--- config.mk ---
export PLATFORM = sky130hd
export DESIGN_NAME = control_jugadas
export DESIGN_NICKNAME = d
export VERILOG_FILES = /design/src/rtl/control_jugadas.sv
export SDC_FILE = /design/constraint.sdc
export NUM_CORES = 1
export LEC_CHECK = 0
export BUFFER_PORTS_ARGS = -buffer_cell sky130_fd_sc_hd__clkbuf_2
export CAP_MARGIN = 5
export CORE_MARGIN = 1.5
export CORE_UTILIZATION = 50
export CTS_CLUSTER_DIAMETER = 80
export DETAILED_ROUTE_END_ITERATION = 8
export PLACE_DENSITY = 0.83
export SLEW_MARGIN = 15
export SYNTH_ARGS = -nofsm -noshare
export SYNTH_HDL_FRONTEND = slang
export SYNTH_SLANG_ARGS = --single-unit
--- constraint.sdc ---
create_clock -name clk -period 2.7 [get_ports clk]
set_input_delay 0.54 -clock clk [delete_from_list [all_inputs] [get_ports clk]]
set_output_delay 0.54 -clock clk [all_outputs]
set_load 0.005 [all_outputs]
--- src/rtl/control_jugadas.sv ---
// control_jugadas: turn, move-validation and per-turn timer control for tic-tac-toe.
// Optional AUTOJUGADA_EN: on timeout, auto-play the lowest-index empty cell.
module control_jugadas #(
  parameter int CICLOS_SEGUNDO = 50_000_000,
  parameter int TIEMPO_TURNO   = 10
) (
  input  logic        clk,
  input  logic        rst,
  input  logic [3:0]  seleccion,
  input  logic        confirmar,
  input  logic [17:0] tablero,
  input  logic        finJuego,
  output logic [8:0]  jugador1Habilitado,
  output logic [8:0]  jugador2Habilitado,
  output logic        jugadaIlegal,
  output logic        turno,
  output logic [3:0]  tiempoRestante
);

  localparam int PW = (CICLOS_SEGUNDO > 1) ? $clog2(CICLOS_SEGUNDO) : 1;
  localparam logic [PW-1:0] P_TERM = PW'(CICLOS_SEGUNDO - 1);
  localparam logic [3:0] T_INI = 4'(TIEMPO_TURNO);

  typedef enum logic [2:0] {
    ESPERA,
    VALIDA,
    ESCRIBE,
    CAMBIO,
    FIN
  } estado_t;

  estado_t       r_estado;
  logic [3:0]    r_idx;
  logic          r_conf_prev;
  logic [PW-1:0] r_presc;
  logic [3:0]    r_tiempo;
  logic          r_turno;
  logic          r_ilegal;
  logic [8:0]    r_en1;
  logic [8:0]    r_en2;

  logic       w_flanco;
  logic       w_tick;
  logic       w_timeout;
  logic       w_ocupado;
  logic [8:0] w_oh_sel;

  assign w_flanco  = confirmar & ~r_conf_prev;
  assign w_tick    = (r_presc == P_TERM);
  assign w_timeout = w_tick && (r_tiempo == 4'd1);
  assign w_oh_sel  = 9'd1 << r_idx;

  always_comb begin
    w_ocupado = 1'b0;
    for (int i = 0; i < 9; i++)
      if (r_idx == 4'(i))
        w_ocupado = |tablero[2*i +: 2];
  end

`ifdef AUTOJUGADA_EN
  logic       w_hay_libre;
  logic [8:0] w_oh_libre;

  // Scan downwards so the last hit is the lowest empty cell.
  always_comb begin
    w_hay_libre = 1'b0;
    w_oh_libre  = '0;
    for (int i = 8; i >= 0; i--)
      if (tablero[2*i +: 2] == 2'b00) begin
        w_hay_libre = 1'b1;
        w_oh_libre  = 9'd1 << i;
      end
  end
`endif

  always_ff @(posedge clk or posedge rst) begin
    if (rst) begin
      r_estado    <= ESPERA;
      r_idx       <= '0;
      r_conf_prev <= 1'b0;
      r_presc     <= '0;
      r_tiempo    <= T_INI;
      r_turno     <= 1'b0;
      r_ilegal    <= 1'b0;
      r_en1       <= '0;
      r_en2       <= '0;
    end else begin
      r_conf_prev <= confirmar;
      r_en1       <= '0;
      r_en2       <= '0;
      r_ilegal    <= 1'b0;
      if (finJuego) begin
        r_estado <= FIN;
      end else begin
        case (r_estado)
          ESPERA: begin
            if (w_flanco) begin
              r_idx    <= seleccion;
              r_estado <= VALIDA;
            end else begin
              r_presc <= w_tick ? '0 : r_presc + 1'b1;
              if (w_tick)
                r_tiempo <= r_tiempo - 4'd1;
              if (w_timeout) begin
`ifdef AUTOJUGADA_EN
                if (w_hay_libre) begin
                  if (r_turno) r_en2 <= w_oh_libre;
                  else         r_en1 <= w_oh_libre;
                  r_estado <= ESCRIBE;
                end else begin
                  r_estado <= CAMBIO;
                end
`else
                r_estado <= CAMBIO;
`endif
              end
            end
          end
          VALIDA: begin
            if (r_idx > 4'd8 || w_ocupado) begin
              r_ilegal <= 1'b1;
              r_estado <= ESPERA;
            end else begin
              if (r_turno) r_en2 <= w_oh_sel;
              else         r_en1 <= w_oh_sel;
              r_estado <= ESCRIBE;
            end
          end
          ESCRIBE: r_estado <= CAMBIO;
          CAMBIO: begin
            r_turno  <= ~r_turno;
            r_tiempo <= T_INI;
            r_presc  <= '0;
            r_estado <= ESPERA;
          end
          FIN:     r_estado <= FIN;
          default: r_estado <= ESPERA;
        endcase
      end
    end
  end

  assign jugador1Habilitado = r_en1;
  assign jugador2Habilitado = r_en2;
  assign jugadaIlegal       = r_ilegal;
  assign turno              = r_turno;
  assign tiempoRestante     = r_tiempo;

endmodule
# Yosys cells after proc, flatten, opt, wreduce, memory -nomap -nowiden
# Cells that the tools add are included.
[totals]
reg_bits = 58
input_bits = 26
out_inout_bits = 24
elab_cells = 83
[op_classes]
n_addsub = 2
magnitude_cmp = 1
eq_ne = 17
shift = 1
mux = 31
bitwise_logic = 4
n_reduce_logical = 18
[ops]
columns = ["cell", "n"]
rows = [
  ["$mux 9", 8],
  ["$mux 26", 2],
  ["$pmux 26 s2", 1],
  ["$add 26x1->26 const B", 1],
  ["$eq 26x26->1 const B", 1],
  ["$reduce_or 2->1", 9],
  ["$eq 4x3->1 const B", 4],
  ["$mux 1", 12],
  ["$pmux 3 s4", 1],
  ["$mux 3", 3],
  ["$shl 1x4->9 const A", 1],
  ["$eq 4x1->1 const B", 2],
  ["$eq 4x2->1 const B", 2],
  ["$mux 4", 2],
  ["$pmux 4 s2", 1],
  ["$eq 3x2->1 const B", 2],
  ["$reduce_and 3->1", 2],
  ["$eq 4x4->1 const B", 1],
  ["$gt 4x4->1 const B", 1],
  ["$logic_not 4->1", 1],
  ["$ne 2x2->1 const B", 2],
  ["$ne 4x4->1 const B", 1],
  ["$reduce_and 4->1", 1],
  ["$sub 4x1->4 const B", 1],
  ["10 further kinds", 12],
]

# Depth between registers and ports, before layout
# Gate-level depths: netlist of the first run.
[logic_depth]
depth_word = 14
depth_mapped = 8
depth_no_buf = 6

# Worst setup path after synthesis of the first run
# No wires, ideal clock.
[synth_timing]
path_type = "register -> register"
from = "reg r_presc[0]"
to = "reg r_presc[23]"
setup_time_ns = 0.121
t_arrival_ns = 1.893
t_required_ns = 2.579
path_slack_ns = 0.686
stages_incl_launch_ff = 8
n_path_buf = 1
period_less_slack_ns = 2.014
path_cell_list = "dfrtp_1 > ha_1 > and3_2 > nand3_2 > or4_4 > buf_6 > a31o_1 > a22o_1"
[synth_between]
elab_chain_len = 4
elab_cells_between_ends = 5
classes_between = "1 x add/sub; 1 x eq/ne; 3 x mux"
[synth_lines]
columns = ["element", "line", "rtl"]
rows = [
  ["start, declared", "35", "logic [PW-1:0] r_presc;"],
  ["start signal, assigned", "101", "r_presc <= w_tick ? '0 : r_presc + 1'b1;"],
  ["$add 26x1->26 / $eq 26x26->1 (equally long branches)", "101, 49", ""],
  ["$mux 26 *", "101", ""],
  ["$mux 26 *", "97", "if (w_flanco) begin"],
  ["$pmux 26 s2 *", "95", "case (r_estado)"],
]
# Every way passes the cells marked *; elsewhere a longest branch is shown, timed or not. The select of a mux whose other input is x is not followed.
# A chain may end at the register's enable or synchronous reset.

# Worst setup path after layout of the first run
[layout_timing]
from = "reg r_idx[1]"
to = "reg r_ilegal, in the netlist jugadaIlegal"
[layout_between]
elab_chain_len = 14
elab_cells_between_ends = 23
classes_between = "1 x order compare; 8 x eq/ne; 12 x mux; 2 x reduce/logical"
[layout_lines]
columns = ["element", "line", "rtl"]
rows = [
  ["start, declared", "33", "logic [3:0] r_idx;"],
  ["start signal, assigned", "98", "r_idx <= seleccion;"],
  ["$logic_not 4->1", "56", "if (r_idx == 4'(i))"],
  ["$mux 1 (9 in series)", "56", ""],
  ["$logic_or 1x1->1 *", "120", "if (r_idx > 4'd8 || w_ocupado) begin"],
  ["$mux 1 *", "120", ""],
  ["$mux 1 *", "95", ""],
  ["$mux 1 *", "92", "if (finJuego) begin"],
  ["end signal, assigned", "84", "r_ilegal <= 1'b0;"],
  ["end signal, assigned", "91", "r_ilegal <= 1'b0;"],
  ["end signal, assigned", "121", "r_ilegal <= 1'b1;"],
  ["end, declared", "38", "logic r_ilegal;"],
]
# Every way passes the cells marked *; elsewhere a longest branch is shown, timed or not.

==> impl_metrics.py, run 1 <==
metrics = {
    "placed_design": {
        "post_dp_cell_area_um2": 3310,
        "gp_congestion": 0.956,
        "place_inst": 416,
        "dp_hpwl_mm": 5.22,
        "io_buffers": 49,
    },
    "critical_path": {
        "cp.buffers_inverters": 0,
        "startpoint": "r_idx[1]$_DFFE_PP0P_",
        "rrSetupSlack_ps": 350,
        "r2r_cells": 5,
        "crit_type": "flop to flop",
        "cpLargestDelayFamily": "compound AO/OA/AOI/OAI gates",
        "cpMaxStageDelayCell": "a22oi_1",
        "crit_arrival_ps": 2620,
        "rr_startpoint": "r_idx[1]$_DFFE_PP0P_",
        "required_ps": 2980,
        "r2r_end": "jugadaIlegal$_DFF_PP0_",
        "path_cells": "or2_1 -> o32ai_1 -> o41a_1 -> a22oi_1 -> and3_1",
        "end_kind": "flop",
        "cp_slowest_stage_delay_ps": 830,
        "worstPathMaxFanout": 14,
        "cp-start-kind": "flop",
    },
    "cts": {
        "clock_sinks": 58,
        "cts_inserted_buffers": 9,
        "cts_tree": "yes",
        "max-clock-path-buffers": 2,
        "hold_buffers": 0,
        "post_cts_resized": 0,
        "clk_pin_slew_worst_paths_ps": 80,
        "cts_root_buffer": "clkbuf_8",
        "htree_levels": 3,
        "cts_setup_buffers": 0,
        "clkLatencyLatePin_ps": 340,
    },
    "die": {
        "top_level_ports": 50,
        "die_x_um": 80.7,
        "fp-row-count": 28,
        "die_h_um": 80.7,
        "fp.coreArea_um2": 5890,
        "die-area_um2": 6520,
        "start_util_pct": 51.3,
    },
    "power": {
        "p_leak_nw": 1.55,
        "ir_drop_mv": 0.636,
        "power.total_mw": 2.34,
        "p_per_area_nw_per_um2": 657,
    },
    "synth": {
        "synthCells": 305,
        "yosysSeqAreaShare_pct": 48.1,
        "yosysMostFrequentCell": "dfrtp_1",
        "yosys-top-cells-area": "dfrtp_1, nor4_1, nor2_1",
        "netlist_top_cells_count": "dfrtp_1, nor2_1, nor4_1, nand2_1, nand4_1",
        "synth_top_area_share_pct": 46.4,
        "synth-seq-cells": 58,
        "async_reset_ff_share_pct": 100,
        "syn_area_um2": 3020,
        "synth_ff_type": "dfrtp_1",
        "syn-num-nets": 334,
        "synth_warnings": 0,
        "synthDistinctLibCells": 64,
        "yosysTopAreaCell": "dfrtp_1",
        "syn_area_per_cell_um2": 9.91,
        "synth_edf_count": 0,
    },
    "grt": {
        "grt_max_degree": 40,
        "grt_pass1_wl_mm": 12.0,
        "first_global_vias": 2495,
        "overflow": 0,
        "grt_usage_pct": 24.2,
        "antenna_found_initial": 0,
    },
    "sta": {
        "rsz0062_at_grt": "false",
        "hold_viol": 0,
        "min_period_over_period_pct": 87.0,
        "tns_ps": 0,
        "max_freq_mhz": 426,
        "slew_headroom_pct": 28.2,
        "skew_ps": 11.3,
        "post-route-min-period_ps": 2350,
        "slew_viol_final": 0,
        "report.final.setup_viol": 0,
        "worst_pin_slew_ps": 1080,
    },
    "flow_run": {
        "max_cap_viol_count": 0,
    },
    "routing": {
        "drt-total-wl_mm": 7.25,
        "drt_iter0_drc": 254,
        "drt_first_pass_iters": 6,
        "drtAntennaViolNets": 0,
        "vias": 2660,
        "post_drt_wl_per_cell_um": 16.8,
        "vias_per_cell": 6.16,
        "route.detailed.drc": 0,
    },
    "finish": {
        "syn_to_final_growth_pct": 17.7,
        "antenna_cells": 0,
        "finalNonFillerCells": 432,
        "design_area_um2": 3560,
        "drive_gt1_share_pct": 24.6,
        "utilization_pct": 60.4,
        "fill_cells": 485,
        "nets": 381,
    },
    "worst_hold_path": {
        "hp-class": "primary input to asynchronous set/reset pin",
    },
    "status": {
        "status": "completed",
    },
}
worst max path at each step:
| stage | slack [ps] | cells after the start | end |
|---|---|---|---|
| finish | 350 | 5 | jugadaIlegal$_DFF_PP0_ |
| global route | 180 | 5 | jugadaIlegal$_DFF_PP0_ |
| CTS | 390 | 5 | jugadaIlegal$_DFF_PP0_ |
| detailed placement | 370 | 6 | tiempoRestante[2]$_DFFE_PP0P_ |
| global placement | 440 | 6 | tiempoRestante[2]$_DFFE_PP0P_ |
| floorplan | 690 | 7 | r_presc[23]$_DFFE_PP0P_ |
report_power, final:
| part | switching [mW] | total [mW] | internal, mW |
|---|---|---|---|
| clock network | 0.366 | 0.983 | 0.616 |
| logic | 0.213 | 0.341 | 0.128 |
| registers | 0.0912 | 1.01 | 0.921 |
area by class of cell:
| cell class | count | area (um^2) | share of cell area, % |
|---|---|---|---|
| Clock inverter | 6 | 114 | 3.20 |
| Clock buffer | 10 | 128 | 3.59 |
| Sequential cell | 58 | 1450 | 40.9 |
| Inverter | 6 | 22.5 | 0.633 |
| Multi-Input combinational cell | 224 | 1460 | 41.0 |
| Timing Repair Buffer | 53 | 288 | 8.09 |
| Tap cell | 75 | 93.8 | 2.64 |
logic make-up after synthesis:
group	after synthesis	synth area share (%)
AND/OR/NAND/NOR	156	29.6
flip-flops	58	48.1
AO/OA/AOI/OAI	46	11.4
buffers and inverters	23	3.69
XOR/XNOR	14	4.06
multiplexers	5	1.82
adder cells (fa/ha/maj)	3	1.24
cells in the final DEF (no fill, tap or decap), types with 3 or more instances in the layout:
| master | count |
|---|---|
| nor4_1 | 23 |
| nor2_1 | 34 |
| or4_1 | 3 |
| nand4_1 | 14 |
| ha_1 | 3 |
| and2_1 | 4 |
| buf_4 | 3 |
| nand2b_1 | 7 |
| a41oi_1 | 4 |
| dfrtp_1 | 56 |
| a31oi_1 | 11 |
| nand3_1 | 12 |
| a21oi_1 | 3 |
| and3_1 | 8 |
| clkbuf_2 | 49 |
| o211ai_1 | 4 |
| xor2_1 | 6 |
| o31ai_1 | 4 |
| xnor2_1 | 8 |
| bufinv_16 | 3 |
| clkbuf_8 | 9 |
| nand2_1 | 18 |
| or3_1 | 5 |
| or2_1 | 3 |
| mux2_2 | 4 |
| inv_1 | 5 |
flip-flops by register name, summed over array words and instances, names as in the netlist:
signal and count:
turno 1, r_estado 3, r_idx 4, tiempoRestante 4
jugador1Habilitado 9, r_presc 26, r_conf_prev 1, jugador2Habilitado 9
jugadaIlegal 1
per-stage QoR:
step / setup WS (ps) / hold WS (ps)
final: 351 / 181
after global routing: 182 / 213
after CTS: 387 / 189
after detailed placement: 370 / 501
after global placement: 438 / 479
after floorplan: 686 / 452
layer usage:
layer	vias up	global-route usage [%]	routed length, um
met3	13	5.17	352
li1	1241	-	-
met5	-	0	0
met4	0	10.5	134
met2	91	38.2	3540
met1	1315	32.2	3220
No activity file was read; power rests on OpenSTA's default activity.
==> inputs of run 2 (changes only) <==
--- a/config.mk
+++ b/config.mk
@@ -5,13 +5,14 @@
 export SDC_FILE = /design/constraint.sdc
 export NUM_CORES = 1
 export LEC_CHECK = 0
-export BUFFER_PORTS_ARGS = -buffer_cell sky130_fd_sc_hd__clkbuf_2
 export CAP_MARGIN = 5
 export CORE_MARGIN = 1.5
 export CORE_UTILIZATION = 50
 export CTS_CLUSTER_DIAMETER = 80
 export DETAILED_ROUTE_END_ITERATION = 8
-export PLACE_DENSITY = 0.83
+export DONT_BUFFER_PORTS = 1
+export PLACE_DENSITY = 0.76
+export REMOVE_ABC_BUFFERS = 1
 export SLEW_MARGIN = 15
 export SYNTH_ARGS = -nofsm -noshare
 export SYNTH_HDL_FRONTEND = slang
==> impl_metrics.py, run 2 (synthesized netlist as in run 1, its figures left out) <==
metrics = {
    "sta": {
        "worst_pin_slew_ps": 681,
        "slew_headroom_pct": 54.5,
        "post-route-min-period_ps": 2250,
        "min_period_over_period_pct": 83.2,
        "rsz0062_at_grt": "false",
        "hold_viol": 0,
        "report.final.setup_viol": 0,
        "slew_viol_final": 0,
        "max_freq_mhz": 445,
        "skew_ps": 18.6,
        "tns_ps": 0,
    },
    "grt": {
        "antenna_found_initial": 0,
        "grt_pass1_wl_mm": 11.4,
        "use_met3_pct": 9.10,
        "first_global_vias": 2297,
        "grt-busiest-layer": "met2",
        "overflow": 0,
        "grt_util_met1_pct": 32.1,
        "use_met2_pct": 34.4,
        "grt_usage_pct": 23.6,
        "grt_max_degree": 36,
    },
    "critical_path": {
        "required_ps": 2970,
        "crit_arrival_ps": 2510,
        "worstPathMaxFanout": 16,
        "crit_type": "flop to flop",
        "end_kind": "flop",
        "cp-start-kind": "flop",
    },
    "status": {
        "status": "completed",
    },
    "cts": {
        "clk_pin_slew_worst_paths_ps": 80,
        "cts_inserted_buffers": 9,
        "cts_root_buffer": "clkbuf_8",
        "clock_sinks": 58,
        "post_cts_resized": 0,
        "clkLatencyLatePin_ps": 350,
        "max-clock-path-buffers": 2,
        "cts_tree": "yes",
        "htree_levels": 3,
        "cts_setup_buffers": 0,
        "hold_buffers": 0,
    },
    "placed_design": {
        "gp_congestion": 0.915,
        "dp_hpwl_mm": 5.09,
        "place_inst": 369,
        "io_buffers": 0,
    },
    "finish": {
        "drive_gt1_share_pct": 13.5,
        "finalNonFillerCells": 385,
        "syn_to_final_growth_pct": 8.86,
        "antenna_cells": 0,
        "final_common_cell": "dfrtp_1",
        "nets": 334,
        "utilization_pct": 55.9,
        "largest_reg_flops": 26,
        "top_register": "r_presc",
        "final_cell_mix": "dfrtp_1, nor2_1, nor4_1",
    },
    "die": {
        "die_x_um": 80.7,
        "die-area_um2": 6520,
        "fp-row-count": 28,
        "start_util_pct": 51.3,
        "fp.coreArea_um2": 5890,
        "top_level_ports": 50,
        "die_h_um": 80.7,
    },
    "power": {
        "p_leak_nw": 1.34,
        "ir_drop_mv": 0.545,
        "p_per_area_nw_per_um2": 678,
    },
    "worst_hold_path": {
        "hp-class": "primary input to asynchronous set/reset pin",
    },
    "routing": {
        "drt-total-wl_mm": 6.99,
        "drtAntennaViolNets": 0,
        "drt_iter0_drc": 230,
        "route.detailed.drc": 0,
        "vias_per_cell": 6.40,
        "post_drt_wl_per_cell_um": 18.2,
        "vias": 2463,
        "drt_first_pass_iters": 7,
    },
    "flow_run": {
        "max_cap_viol_count": 0,
    },
}
==> run 2: through the flow <==
stage	hold WS (ps)	area (um^2)	total power, mW	setup WS (ps)
5_1_grt	211	3290	2.34	335
4_1_cts	194	3290	2.23	502
3_3_place_gp	481	3070	1.34	538
3_5_place_dp	494	3070	1.35	496
6_report	175	3290	2.23	455
2_1_floorplan	452	2930	1.24	528
==> run 2: final timing paths <==
kind | startpoint | cells after the start | endpoint | slack (ps)
max in group asynchronous | rst | 2 | r_presc[16]$_DFFE_PP0P_ | 1860
min in group clk | confirmar | 0 | r_conf_prev$_DFF_PP0_ | 240
worst min-delay path | rst | 1 | r_presc[13]$_DFFE_PP0P_ | 170
worst max register to register | r_presc[0]$_DFFE_PP0P_ | 6 | tiempoRestante[0]$_DFFE_PP0P_ | 450
worst min register to register | r_presc[22]$_DFFE_PP0P_ | 1 | r_presc[22]$_DFFE_PP0P_ | 520
worst max-delay path | r_presc[0]$_DFFE_PP0P_ | 6 | tiempoRestante[0]$_DFFE_PP0P_ | 450
==> run 2: power breakdown <==
group | internal (mW) | switching (mW) | total [mW]
clock network | 0.517 | 0.359 | 0.876
registers | 0.921 | 0.0903 | 1.01
logic | 0.126 | 0.216 | 0.342
==> run 2: routing by layer <==
layer,part of all wire (%),vias up
li1,-,1141
met1,45,1209
met3,7.8,11
met2,45,102
met4,1.9,0
met5,0,-
==> run 2: cell type report <==
cell class | instances | area (um^2)
fillers | 512 | 2600
multi-input cells | 224 | 1460
flip-flops and latches | 58 | 1450
clock buffers | 9 | 124
clock inverters | 7 | 93.8
well taps | 75 | 93.8
repair buffers | 6 | 45.0
inverters | 6 | 22.5
==> run 2: critical path, cell delays in order (launching register included) <==
cell     delay, ps
dfrtp_1        430
ha_1           220
and3_2         250
nand3_2        150
o31a_1         480
nor2_4         410
mux2i_1        230
